<file path="config.mk">
export PLATFORM = sky130hd
export DESIGN_NAME = unit_control
export DESIGN_NICKNAME = d
export VERILOG_FILES = /design/src/rtl/unit_control_pkg.sv /design/src/rtl/unit_control_decode.sv /design/src/rtl/unit_control.sv
export SDC_FILE = /design/constraint.sdc
export NUM_CORES = 1
export LEC_CHECK = 0
export CAP_MARGIN = 30
export CORE_MARGIN = 3
export CORE_UTILIZATION = 43
export CTS_CLUSTER_SIZE = 10
export DETAILED_ROUTE_END_ITERATION = 8
export GPL_TIMING_DRIVEN = 0
export PLACE_DENSITY = 0.83
export SLEW_MARGIN = 0
export SYNTH_ARGS = -nofsm -noshare
export SYNTH_HDL_FRONTEND = slang
export SYNTH_SLANG_ARGS = --single-unit
</file>
<file path="constraint.sdc">
create_clock -name clk -period 1.8 [get_ports clk]
set_clock_uncertainty 0.15 [all_clocks]
set_input_delay 0.36 -clock clk [delete_from_list [all_inputs] [get_ports clk]]
set_output_delay 0.36 -clock clk [all_outputs]
set_load 0.005 [all_outputs]
</file>
<file path="src/rtl/unit_control_pkg.sv">
// Shared types and encodings for the ARM/MIPS main decoder.
// The PAU decode is enabled by defining UNIT_CONTROL_PAU_EN.
package unit_control_pkg;

   typedef enum logic [1:0] {
      OpDp  = 2'b00,
      OpRsv = 2'b01,
      OpMem = 2'b10,
      OpExt = 2'b11
   } op_class_e;

   // Op 11 sub-opcodes, header bits [4:2]
   localparam logic [2:0] SubBranch = 3'b000;
   localparam logic [2:0] SubIoOut  = 3'b001;
   localparam logic [2:0] SubIoIn   = 3'b010;
   localparam logic [2:0] SubPauReg = 3'b100;
   localparam logic [2:0] SubPauImm = 3'b101;

   localparam logic [3:0] AluAdd = 4'b0100;
   localparam logic [3:0] AluSub = 4'b0010;
   localparam logic [3:0] AluCmp = 4'b1010;

   localparam logic [1:0] WbResult = 2'b00;
   localparam logic [1:0] WbData   = 2'b01;
   localparam logic [1:0] WbPixel  = 2'b10;
   localparam logic [1:0] WbIo     = 2'b11;

   typedef struct packed {
      logic       rn_src;
      logic       imm_src;
      logic       rs_src;
      logic       result_src;
      logic       io_flag;
      logic       pau_op;
      logic       imm_ext;
      logic       flag_write;
      logic       alu_src;
      logic       branch_inst;
      logic       mem_write;
      logic       reg_write;
      logic       mem_p_write;
      logic [3:0] alu_control;
      logic [2:0] cond_flag;
      logic [1:0] mem_to_reg;
   } ctrl_t;

   localparam ctrl_t CTRL_NOP = '0;

endpackage

</file>
<file path="src/rtl/unit_control_decode.sv">
// Combinational instruction-header to control-word decode.
// Op 11 PAU sub-opcodes decode only when UNIT_CONTROL_PAU_EN is defined.
module unit_control_decode
   import unit_control_pkg::*;
(
   input  logic [9:0] inst_header,
   output ctrl_t      ctrl
);

   logic [2:0] cond;
   logic [4:0] funct;
   op_class_e  op;
   logic       legal;
   ctrl_t      c;

   assign cond  = inst_header[9:7];
   assign funct = inst_header[6:2];
   assign op    = op_class_e'(inst_header[1:0]);

   always_comb begin
      c     = CTRL_NOP;
      legal = 1'b1;
      unique case (op)
         OpDp: begin
            c.alu_control = funct[3:0];
            c.alu_src     = funct[4];
            if (funct[3:0] == AluCmp) begin
               c.reg_write  = 1'b0;
               c.flag_write = 1'b1;
            end else begin
               c.reg_write  = 1'b1;
               c.flag_write = funct[3];
            end
            c.mem_to_reg = WbResult;
         end
         OpRsv: legal = 1'b0;
         OpMem: begin
            // funct[0] = load, funct[1] = pixel memory, funct[2] = add offset
            c.alu_src     = 1'b1;
            c.alu_control = funct[2] ? AluAdd : AluSub;
            if (funct[0]) begin
               c.reg_write  = 1'b1;
               c.mem_to_reg = funct[1] ? WbPixel : WbData;
            end else begin
               c.rs_src      = 1'b1;
               c.mem_p_write = funct[1];
               c.mem_write   = ~funct[1];
            end
         end
         OpExt: begin
            case (funct[2:0])
               SubBranch: begin
                  c.branch_inst = 1'b1;
                  c.rn_src      = 1'b1;
                  c.imm_src     = 1'b1;
                  c.imm_ext     = 1'b1;
                  c.alu_src     = 1'b1;
                  c.alu_control = AluAdd;
               end
               SubIoOut: begin
                  c.io_flag = 1'b1;
                  c.rs_src  = 1'b1;
               end
               SubIoIn: begin
                  c.io_flag    = 1'b1;
                  c.reg_write  = 1'b1;
                  c.mem_to_reg = WbIo;
               end
`ifdef UNIT_CONTROL_PAU_EN
               SubPauReg, SubPauImm: begin
                  c.result_src = 1'b1;
                  c.reg_write  = 1'b1;
                  c.pau_op     = funct[4];
                  c.alu_src    = (funct[2:0] == SubPauImm);
               end
`endif
               default: legal = 1'b0;
            endcase
         end
         default: legal = 1'b0;
      endcase
      c.cond_flag = cond;
      if (!legal) begin
         c = CTRL_NOP;
      end
   end

   assign ctrl = c;

endmodule

</file>
<file path="src/rtl/unit_control.sv">
// Main decoder top: registers the decoded control word at the decode/execute boundary.
// Define UNIT_CONTROL_PAU_EN to enable the PAU instruction decode.
module unit_control
   import unit_control_pkg::*;
(
   input  logic       clk,
   input  logic       rst,
   input  logic [9:0] InstHeader,
   output logic       RnSrc,
   output logic       ImmSrc,
   output logic       RsSrc,
   output logic       ResultSrc,
   output logic       IOFlag,
   output logic       PAUOp,
   output logic       ImmExt,
   output logic       FlagWrite,
   output logic       ALUSrc,
   output logic       BranchInst,
   output logic       MemWrite,
   output logic       RegWrite,
   output logic       MemPWrite,
   output logic [3:0] ALUControl,
   output logic [2:0] CondFlag,
   output logic [1:0] MemToReg
);

   ctrl_t ctrl_d;
   ctrl_t ctrl_q;

   unit_control_decode u_decode (
      .inst_header (InstHeader),
      .ctrl        (ctrl_d)
   );

   always_ff @(posedge clk or posedge rst) begin
      if (rst) begin
         ctrl_q <= CTRL_NOP;
      end else begin
         ctrl_q <= ctrl_d;
      end
   end

   assign RnSrc      = ctrl_q.rn_src;
   assign ImmSrc     = ctrl_q.imm_src;
   assign RsSrc      = ctrl_q.rs_src;
   assign ResultSrc  = ctrl_q.result_src;
   assign IOFlag     = ctrl_q.io_flag;
   assign PAUOp      = ctrl_q.pau_op;
   assign ImmExt     = ctrl_q.imm_ext;
   assign FlagWrite  = ctrl_q.flag_write;
   assign ALUSrc     = ctrl_q.alu_src;
   assign BranchInst = ctrl_q.branch_inst;
   assign MemWrite   = ctrl_q.mem_write;
   assign RegWrite   = ctrl_q.reg_write;
   assign MemPWrite  = ctrl_q.mem_p_write;
   assign ALUControl = ctrl_q.alu_control;
   assign CondFlag   = ctrl_q.cond_flag;
   assign MemToReg   = ctrl_q.mem_to_reg;

endmodule

</file>
==> summary.md <==
| Metric | Value |
|---|---|
| Status | `finished, final reports clean` |
| CP max FO | `4` |
| Gpl congestion | `0.801` |
| Fin. Hold Viols | `0` |
| Final Routed Wirelength | `1.60 mm` |
| Worst-Margin Slew | `about 0.63 ns` |
| PortBufs | `30` |
| Period utilization | `95.5%` |
| Critical path type | `register to output pin` |
| Initial antenna violation count | `0` |
| Final worst path period need | `1.72 ns` |
| Layout cells sized above 1 | `17.6%` |
| Cts bufs inserted | `3` |
| GRT Util Overall | `15.8%` |
| CP startpoint | `ImmExt` |
| Layout Cells excl Fill | `118` |
| First-pass GRT wire length | `2.41 mm` |
| Mapped Area | `749 um2` |
| Sequential cell area fraction in the yosys report | `between 50 and 60%` |
| Die height | `47.8 um` |
| Synth Instances | `66` |
| Post-synthesis async set-or-reset flop share | `100%` |
| Max stage delay on crit path | `0.42 ns` |
| Die Width | `47.8 um` |
| Post-route ant nets | `0` |
| Cell Rows | `14` |
| Unrepaired setup endpoints after global routing | `no` |
| Core Region | `1580 um2` |
| DR vias | `601` |
| Yosys cell types | `26` |
| Setup tns final | `0 ns` |
| Total power draw | `approximately 740 uW` |
| Die ar. | `2280 um2` |
| Slowest CP cell | `dfrtp_1` |
| Avg WL per Cell | `13.6 um` |
| DRC violations left | `0` |
| Hold WS | `0.212 ns` |
| Post-synth EDFFs | `0` |
| Path type of the worst min-delay path | `input pin to register` |
| Placed insts | `113` |
| Yosys warnings | `0` |
| Synthesis-stage register bit count | `17` |
| CP Data Required Time | `1.29 ns` |
| H-tree Lvls | `1` |
| Worst VDD drop | `0.447 mV` |
| Diode count | `0` |
| Crit path capture type | `output pin` |
| Reg clk slew, reported paths | `around 0.10 ns` |
| Initial drt markers | `5` |
| FILL cells | `about 120` |
| FMAX | `581 MHz` |
| Pwr Density | `670 nW/um2` |
| Setup crit start kind | `register` |
| DP HPWL | `approximately 1.2 mm` |
| Number of global-route vias before repair | `574` |
| Clk sink count | `17` |
| Critical path, cell by cell | `buf_4 -> buf_4 -> dlygate4sd2_1` |
| Most frequent cells in the layout | `clkdlybuf4s50_1, dfrtp_1, buf_4` |
| Relative slew slack | `between 50% and 60%` |
| CTS tree | `done` |
| Worst Hold Depth | `2` |
| Primary FF master, synth | `dfrtp_1` |
| Commonest non-fill, non-tap cell in the layout | `clkdlybuf4s50_1` |
| CTS Root Cell | `clkbuf_4` |
| Max cap viols | `0` |
| Placed inst area | `1070 um2` |
| Critical path's most frequent cell | `buf_4` |
| Area Overhead vs Synth | `47.9%` |
| GR Overflow Total | `0` |
| Maximum clock path buffer count | `2` |
| Boundary Pins | `34` |
| Final instance area | `1110 um2` |
| Initial Util | `47.5%` |
| Leak | `0.531 nW` |
| Slew Viols, Final | `0` |
| Largest net degree at the start of global routing | `18` |
| Fin nets | `around 120` |
| Post-Synthesis Mean Instance Area | `11.4 um2` |
| Setup violators final | `0` |
| DRT Pass-1 Iters | `4` |
| Via density | `5.09` |
| Cts-stage hold buffer count | `0` |
| Hold path startpoint | `InstHeader[4]` |
| Worst Path Arrival | `1.21 ns` |
-- cell usage after synthesis (2+ instances only) --
cell type   n  share of area [%]
dfrtp_1    17                 57
buf_4       8                8.0
and2_1      4                3.3
nor2_1      4                2.0
nor3b_1     4                4.0
nand2_1     3                1.5
nand2b_1    3                2.5
nor3_1      3                2.0
buf_2       2                1.3
nor2b_1     2                1.7
-- registers in the layout (all words and copies together) (netlist names) --
register and count:
IOFlag 1, MemWrite 1, RsSrc 1, ImmExt 1, ALUSrc 1, CondFlag 3
FlagWrite 1, MemToReg 2, RegWrite 1, ALUControl 4, MemPWrite 1
-- logic make-up (layout without fill, tap and decap cells) --
kind of cell | after synthesis | in the layout | synth area share, %
AOI/OAI and AO/OA | 7 | 7 | 6.51
xor gates and xnor gates | 1 | 1 | 1.17
buffers and inverters | 12 | 47 | 10.3
DFF | 17 | 17 | 56.8
muxes | 1 | 1 | 1.34
other | 1 | 2 | 0.500
and+or+nand+nor | 27 | 27 | 23.4
-- power by group --
part / switching [mW] / internal (mW)
Clock: 0.119 / 0.0826
Sequential: 0.00491 / 0.399
Combinational: 0.0568 / 0.0794
-- timing repair --
action                     in CTS  in global routing
resized for setup               2                  1
setup endpoints to repair       2                  1
buffers inserted                0                  1
gates cloned                    0                  0
-- final cells by class --
class                   count  area [um2]  share of cell area [%]
clock inverters             1        5.00                   0.451
clock buffers               3        22.5                    2.03
well taps                  16        20.0                    1.81
repair buffers             31         308                    27.8
flip-flops and latches     17         425                    38.4
plain buffers              10        70.1                    6.32
inverters                   2        7.51                   0.677
multi-input cells          38         250                    22.6
-- stage by stage --
step                util, %  setup WS (ns)
floorplan                 -          0.582
global placement       68.1         0.0580
detailed placement     68.1         0.0294
CTS                    69.7        0.00289
global route           70.3         0.0368
finish                 70.3         0.0802
-- path summary, 6_finish.rpt --
kind	endpoint
min	ImmExt
max	ImmSrc
min in group asynchronous	FlagWrite
max in group asynchronous	ALUControl[0]
-- worst max-delay path, delay by kind of cell (launching register included) --
kind                   cells  cell delay [ns]
buffers and inverters      3             0.50
flip-flops                 1             0.42
-- layer usage --
layer	GRT usage, %	part of all wire [%]
met1	16.6	38
met2	27.2	52
met3	3.76	6.7
met4	11.3	2.9
met5	0	0
No activity file was read; power rests on OpenSTA's default activity.
